[src/rtl/uart_sim_receiver_core.sv]
// uart_sim_receiver_core
//   Simulation-side 8N1 UART receiver. Watches a serial TX line, decodes bytes and
//   presents each good byte with a one-cycle valid strobe. Frames whose stop bit is
//   low are dropped with a one-cycle framing-error strobe.
//
//   Parameters:
//     CLOCK_FREQ  clk_i frequency in Hz
//     BAUD_RATE   serial bit rate; one bit lasts CLOCK_FREQ/BAUD_RATE cycles
//
//   Ports:
//     clk_i    system clock, rising edge
//     rstn_i   asynchronous reset, active low
//     txd_i    serial line, idle high
//     data_o   last correctly received byte
//     valid_o  one-cycle strobe, data_o holds a new byte
//     ferr_o   one-cycle strobe, frame dropped (stop bit low)
//     busy_o   high while a frame is being received
//
//   Build option:
//     UART_SIM_RX_CONSOLE_EN  when defined, every received byte is echoed to the
//                             simulator console (CR suppressed). Not synthesizable.
module uart_sim_receiver_core #(
   parameter int unsigned CLOCK_FREQ = 100000000,
   parameter int unsigned BAUD_RATE  = 19200
) (
   input  logic       clk_i,
   input  logic       rstn_i,
   input  logic       txd_i,
   output logic [7:0] data_o,
   output logic       valid_o,
   output logic       ferr_o,
   output logic       busy_o
);

   localparam int unsigned BitCyc = CLOCK_FREQ / BAUD_RATE;
   localparam int unsigned CntW   = $clog2(BitCyc) + 1;

   localparam logic [CntW-1:0] HalfLoad = CntW'(BitCyc / 2 - 1);
   localparam logic [CntW-1:0] FullLoad = CntW'(BitCyc - 1);

   typedef enum logic [1:0] {
      StIdle,
      StStart,
      StData,
      StStop
   } state_e;

   logic            sync1_q;
   logic            sync_q;
   logic            prev_q;
   state_e          state_q, state_d;
   logic [CntW-1:0] cnt_q, cnt_d;
   logic [2:0]      bitcnt_q, bitcnt_d;
   logic [7:0]      shreg_q, shreg_d;
   logic [7:0]      data_q, data_d;
   logic            valid_q, valid_d;
   logic            ferr_q, ferr_d;

   logic cnt_zero;
   logic start_det;

   assign cnt_zero = (cnt_q == '0);
   // Sync and history FFs reset to 0, so a line held low out of reset never
   // looks like a falling edge until it has been seen high.
   assign start_det = prev_q & ~sync_q;

   always_ff @(posedge clk_i or negedge rstn_i) begin
      if (!rstn_i) begin
         sync1_q  <= 1'b0;
         sync_q   <= 1'b0;
         prev_q   <= 1'b0;
         state_q  <= StIdle;
         cnt_q    <= '0;
         bitcnt_q <= '0;
         shreg_q  <= '0;
         data_q   <= '0;
         valid_q  <= 1'b0;
         ferr_q   <= 1'b0;
      end else begin
         sync1_q  <= txd_i;
         sync_q   <= sync1_q;
         prev_q   <= sync_q;
         state_q  <= state_d;
         cnt_q    <= cnt_d;
         bitcnt_q <= bitcnt_d;
         shreg_q  <= shreg_d;
         data_q   <= data_d;
         valid_q  <= valid_d;
         ferr_q   <= ferr_d;
      end
   end

   always_comb begin
      state_d  = state_q;
      cnt_d    = cnt_q;
      bitcnt_d = bitcnt_q;
      shreg_d  = shreg_q;
      data_d   = data_q;
      valid_d  = 1'b0;
      ferr_d   = 1'b0;

      case (state_q)
         StIdle: begin
            if (start_det) begin
               cnt_d   = HalfLoad;
               state_d = StStart;
            end
         end

         StStart: begin
            if (!cnt_zero) begin
               cnt_d = cnt_q - 1'b1;
            end else if (!sync_q) begin
               cnt_d    = FullLoad;
               bitcnt_d = '0;
               state_d  = StData;
            end else begin
               // Line back high at mid start bit: a glitch, not a frame.
               state_d = StIdle;
            end
         end

         StData: begin
            if (!cnt_zero) begin
               cnt_d = cnt_q - 1'b1;
            end else begin
               shreg_d  = {sync_q, shreg_q[7:1]};
               cnt_d    = FullLoad;
               bitcnt_d = bitcnt_q + 3'd1;
               if (bitcnt_q == 3'd7) begin
                  state_d = StStop;
               end
            end
         end

         StStop: begin
            if (!cnt_zero) begin
               cnt_d = cnt_q - 1'b1;
            end else begin
               if (sync_q) begin
                  data_d  = shreg_q;
                  valid_d = 1'b1;
               end else begin
                  ferr_d = 1'b1;
               end
               // Leaving at mid stop bit lets a back-to-back start edge be caught.
               state_d = StIdle;
            end
         end

         default: begin
            state_d = StIdle;
         end
      endcase
   end

   assign data_o  = data_q;
   assign valid_o = valid_q;
   assign ferr_o  = ferr_q;
   assign busy_o  = (state_q != StIdle);

`ifdef UART_SIM_RX_CONSOLE_EN
   always_ff @(posedge clk_i) begin
      if (valid_q && (data_q != 8'h0D)) begin
         $write("%c", data_q);
      end
   end
`endif

endmodule

[config.mk]
export PLATFORM = sky130hd
export DESIGN_NAME = uart_sim_receiver_core
export DESIGN_NICKNAME = d
export VERILOG_FILES = /design/src/rtl/uart_sim_receiver_core.sv
export SDC_FILE = /design/constraint.sdc
export NUM_CORES = 1
export LEC_CHECK = 0
export CORE_ASPECT_RATIO = 0.5
export CORE_UTILIZATION = 50
export CTS_BUF_LIST = sky130_fd_sc_hd__clkbuf_16
export DETAILED_ROUTE_END_ITERATION = 10
export PLACE_DENSITY_LB_ADDON = 0.25
export SETUP_SLACK_MARGIN = 0.3
export SYNTH_ARGS = -nofsm -noshare
export SYNTH_HDL_FRONTEND = slang
export SYNTH_SLANG_ARGS = --single-unit
export TNS_END_PERCENT = 10
[constraint.sdc]
create_clock -name clk_i -period 2 [get_ports clk_i]
set_input_delay 0.3 -clock clk_i [delete_from_list [all_inputs] [get_ports clk_i]]
set_output_delay 0.3 -clock clk_i [all_outputs]
set_load 0.1 [all_outputs]
* Word-level counts from Yosys, hierarchy flattened *
Cells that the tools add are included.

cells by class
  muxes and demuxes = 23
  bitwise gates (word level) = 2
  reduce and logical (&&, ||, !) cells = 9
  equal/unequal tests = 12
  add/subtract/negate cells = 2

operators with widths
  operator               number
  $mux 14                5
  $pmux 14 s4            1
  $logic_not 14->1       1
  $ne 2x2->1 const B     7
  $sub 14x1->14 const B  1
  $mux 2                 6
  $mux 3                 3
  $pmux 2 s4             1
  $mux 1                 6
  $pmux 3 s2             1
  $reduce_and 3->1       2
  $reduce_and 5->1       1
  $eq 2x2->1 const B     2
  $reduce_and 4->1       1
  $reduce_bool 2->1      2
  $add 3x1->3 const B    1
  $eq 3x3->1 const B     1
  $ne 3x3->1 const B     1
  $eq 2x1->1 const B     1
  $logic_not 2->1        1
  $reduce_and 2->1       1
  $and 1x1->1            1
  $not 1->1              1

storage, ports and cells
  output and inout bits = 11
  register bits after elaboration = 40
  input bits = 3

* Logic depth before layout (Yosys ltp) *
  depth after elaboration = 4
  mapped depth = 9
  mapped depth without buffers = 7

* Worst setup path before layout *
OpenSTA, ideal clock, no wires.

  kind = reg-to-reg
  start point = register state_q[0]
  end point = register cnt_q[13]
  arrival time = 2.105 ns
  required time = 1.905 ns
  slack = -0.200 ns
  stages on the path, launching flop included = 8
  period minus slack after synthesis = 2.200 ns
  library setup time = 0.095 ns
  cells stage by stage = dfrtp_1 > inv_1 > ha_1 > inv_1 > a21o_1 > o21ai_2 > or3_1 > o31ai_1

on the way
  longest elaborated chain between the ends = 3

ends and longest elaborated chain
  what                                                              line  text
  from (decl)                                                       51    state_e state_q, state_d;
  from (signal assigned)                                            72    state_q <= StIdle;
  from (signal assigned)                                            83    state_q <= state_d;
  $eq 2x1->1 (tied with other cells)                                102   case (state_q)
  $ne 3x3->1 (no source line) / $ne 2x2->1 (equally long branches)  -
  $reduce_and 3->1 (no source line)                                 -
  to (signal assigned)                                              84    cnt_q <= cnt_d;
  to (decl)                                                         52    logic [CntW-1:0] cnt_q, cnt_d;

Several ways; a longest one is shown, not always the timed one.
A chain may end at the register's enable or synchronous reset.

* Worst setup path after layout *
  start point = register cnt_q[11]
  end point = register cnt_q[12]

on the way
  longest elaborated chain between the ends = 3

ends and longest elaborated chain
  what                                                      line  text
  $sub 14x1->14 / $logic_not 14->1 (equally long branches)  -
  $mux 14 (tied with other cells)                           137   if (!cnt_zero) begin
  $pmux 14 s4 / $reduce_and 3->1 (equally long branches)    -

Several ways; a longest one is shown, not always the timed one. The select of a mux whose other input is x is not followed.

==> metrics.md <==
| Metric | Value |
|---|---|
| Status | completed |
| Final period util | 0.9428 |
| Final setup violation count | 0 |
| Sw Pwr | 1552 uW |
| Slew margin rel. | 0.5770 |
| Antenna diode count | 0 |
| Actual slew at the worst max-slew pin | ~0.63 ns |
| Pint | approximately 2400 uW |
| Worst-path clk slew | approximately 0.06 ns |
| Combinational family with the most area after synthesis | simple AND/OR/NAND/NOR gates |
| Post-Route WL | between 4000 and 5000 um |
| Multiplexer share of the synthesized area | 0.09464 |
| Worst vdd ir | between 0.6 and 0.7 mV |
| Fmax | approximately 530 MHz |
| CP Launch Type | flop |
| GRT Total Usage | 0.2242 |
| Vias | approximately 1700 |
| LEAKAGE | ~0.0013 uW |
| Slowest CP cell | dfrtp_2 |
| Async SR Flop Fraction | 1.000 |
| Syn Inst Count | about 200 |
| Post-synthesis compound-gate area fraction | 0.1601 |
| DRT Pass-1 Iters | 5 |
| Flip-flop and latch area | between 1000 and 1500 sq um |
| Min-delay worst type | in -> async |
| Drt wl/cell | 16.74 um |
| Syn Nets | 210 |
| Sw Ratio | 0.3929 |
| Die Area | between 4000 and 5000 sq um |
| Largest net degree at the start of global routing | 28 |
| Vias in the first global route | ~1500 |
| Gate power share | 0.484 |
| Vias/cell | 5.687 |
| # IOs | 14 |
| RSZ-0062 raised after global routing | true |
| Number of synthesized flops with an enable pin | 0 |
| Number of CTS-inserted buffers | 5 |
| Die Y | approximately 48 um |
| Clock Power Share | 0.235 |
| Design Power | between 3000 and 4000 uW |
| Gp weighted congestion | a little under 0.9 |
| CP Capture Type | flop |
| Xor/xnor share of the synthesized area | 0 |
| Clock Tree Root | clkbuf_16 |
| Final Hold Vio Count | 0 |
| # DRC | 0 |
| Min Tclk post-route | around 1.9 ns |
| Most used DFF post-synth | dfrtp_1 |
| Fraction of layout cells with a size suffix above 1 | 0.3713 |
| Synth Register Bits | 40 |
| Syn avg cell area | around 11 sq um |
| CP Class | reg -> reg |
| IO Port Bufs | 13 |
| Clock latency on the worst-skew pair | between 0.2 and 0.3 ns |
| Clock skew | about 0.0023 ns |
| PD cells | about 1500 nW/um^2 |
| Commonest non-fill, non-tap cells in the layout | dfrtp_1 (39), buf_4 (34), nor2_1 (18) |
| Share of power burned in registers | 0.281 |
| Warnings from Yosys | 0 |
| Area Overhead vs Synth | 29.40% |
| DPL Wire Length | 3167 um |
| Synthesized cell area | ~2100 sq um |
| Sequential-to-total area share from yosys stat | 0.4762 |
| Post-route antenna net violation count | 0 |
| Starting Density | 0.5303 |
| Req. time, crit path | roughly 2.2 ns |
| Most common cell after layout, fill and taps aside | dfrtp_1 |
| Grt ovf | 0 |
| CTS tree | done |
| Final net count | 248 |
| Netlist cell types | 42 |
| Post-synthesis adder-cell area fraction | 0.05357 |
| CTS HTree Levels | 2 |
| Iter 0 DRT Violations | 70 |
| CP max FO | 8 |
| First-pass GRT wire length | 7245 um |
| Row count | 16 |
| Post-Synth Simple-Gate Area | 0.1756 |
| CTS Sinks | 40 |
| Critical path, cell by cell | nor4_4 -> nand4_1 -> o21ai_4 -> o21ba_4 -> o22a_1 |
| Setup Total Neg Slack | 0 ns |
| Core area | a little under 4000 sq um |
| Width of the chip | 93.70 um |
| Multi-input logic area | between 1000 and 1500 sq um |
| Max-capacitance violation count | 0 |
| Pins Over Slew Limit | 0 |
| Initial antenna violation count | 0 |
| Fillcell total | 281 |
| CTS max path bufs | 2 |
| Worst EP arrival | 2.06 ns |
| Critical Path Max Stage Delay | 0.43 ns |
==> synthesized netlist by cell type, types with 2 or more instances <==
cell	instances	area [sq um]
or3_1	3	18.77
buf_2	4	20.02
inv_1	9	33.78
dfrtp_1	40	1001
nor3_1	10	50.05
buf_1	2	7.510
ha_1	9	112.6
o31ai_1	4	30.03
nand2b_1	4	25.02
nand2_1	5	18.77
mux2_4	8	120.1
nand3_1	5	25.02
o21ai_0	20	100.1
nor3b_1	2	15.01
and3_1	2	12.51
mux2_2	7	78.83
a21oi_1	13	65.06
a22o_1	2	17.52
a211oi_1	3	22.52
nor4_1	3	18.77
nor2_1	18	67.56
o21ba_2	2	20.02
o22a_1	4	35.03
==> final timing paths <==
path / slack (ns) / to / start / cells past startpoint
setup / recovery: 0.11 / cnt_q[12] / cnt_q[11] / 5
hold / removal: 0.03 / data_o[1] / rstn_i / 1
min in group clk_i: 0.36 / sync_q / sync1_q / 0
max in group asynchronous: 1.38 / cnt_q[11] / rstn_i / 2
hold reg to reg: 0.36 / sync_q / sync1_q / 0
setup reg to reg: 0.11 / cnt_q[12] / cnt_q[11] / 5
==> area by class of cell <==
type | count | share of cell area
sequential | 40 | 0.3684
inverter | 9 | 0.01380
clock inverter | 3 | 0.01748
timing repair buffer | 39 | 0.1150
multi-input combinational | 141 | 0.4144
clock buffer | 5 | 0.04600
tap | 54 | 0.02484
==> power groups by stage <==
stage	combinational, uW	sequential (uW)	clock [uW]
finish	1910	1110	927
global route	2100	1130	969
CTS	1670	1100	938
detailed placement	1550	1110	0
global placement	1520	1100	0
floorplan	1120	1100	0
==> critical path, delay by kind of cell (launching register included) <==
family	cells	cell delay, ns
AOI/OAI and AO/OA	3	0.70
and+or+nand+nor	2	0.64
DFF	1	0.43
==> timing repair <==
item	CTS	global route
cloned	1	0
setup endpoints to repair	35	35
pin swaps	3	4
resized for setup	5	17
setup buffers	4	6
hold buffers	0	0
hold endpoints to repair	0	0
==> layer usage <==
metal | GRT usage | wire [um] | up-vias
met5 | 0 | 0 | -
met4 | 0.09538 | 52 | 0
met3 | 0.05238 | 258 | 5
met2 | 0.3766 | 2397 | 41
met1 | 0.2902 | 2162 | 817
li1 | - | - | 792
==> state kept, by name, summed over array words and instances, names as in the netlist, named ones only <==
name	cells
state_q	1
sync1_q	1
data_o	8
bitcnt_q	3
sync_q	1
valid_o	1
ferr_o	1
cnt_q	14
shreg_q	8
prev_q	1
==> per-stage QoR <==
step,setup slack (ns),instances,util,cell area [sq um],hold WS (ns)
6_report,0.1144,291,0.6862,2720,0.03326
5_1_grt,0.02850,291,0.6862,2720,0.07370
4_1_cts,0.1205,285,0.6585,2610,0.04179
3_5_place_dp,0.01250,272,0.6020,2386,0.3386
3_3_place_gp,0.03287,272,0.6020,2386,0.3342
2_1_floorplan,0.08930,198,-,2143,0.004409
==> logic make-up (layout without fill, tap and decap cells) <==
family          Yosys count  in the layout
compound gates           53             54
fa+ha+maj                 9              9
buf+inv                  18             56
flops                    40             40
mux                      15             15
simple gates             63             63
No activity file was read; power rests on OpenSTA's default activity.
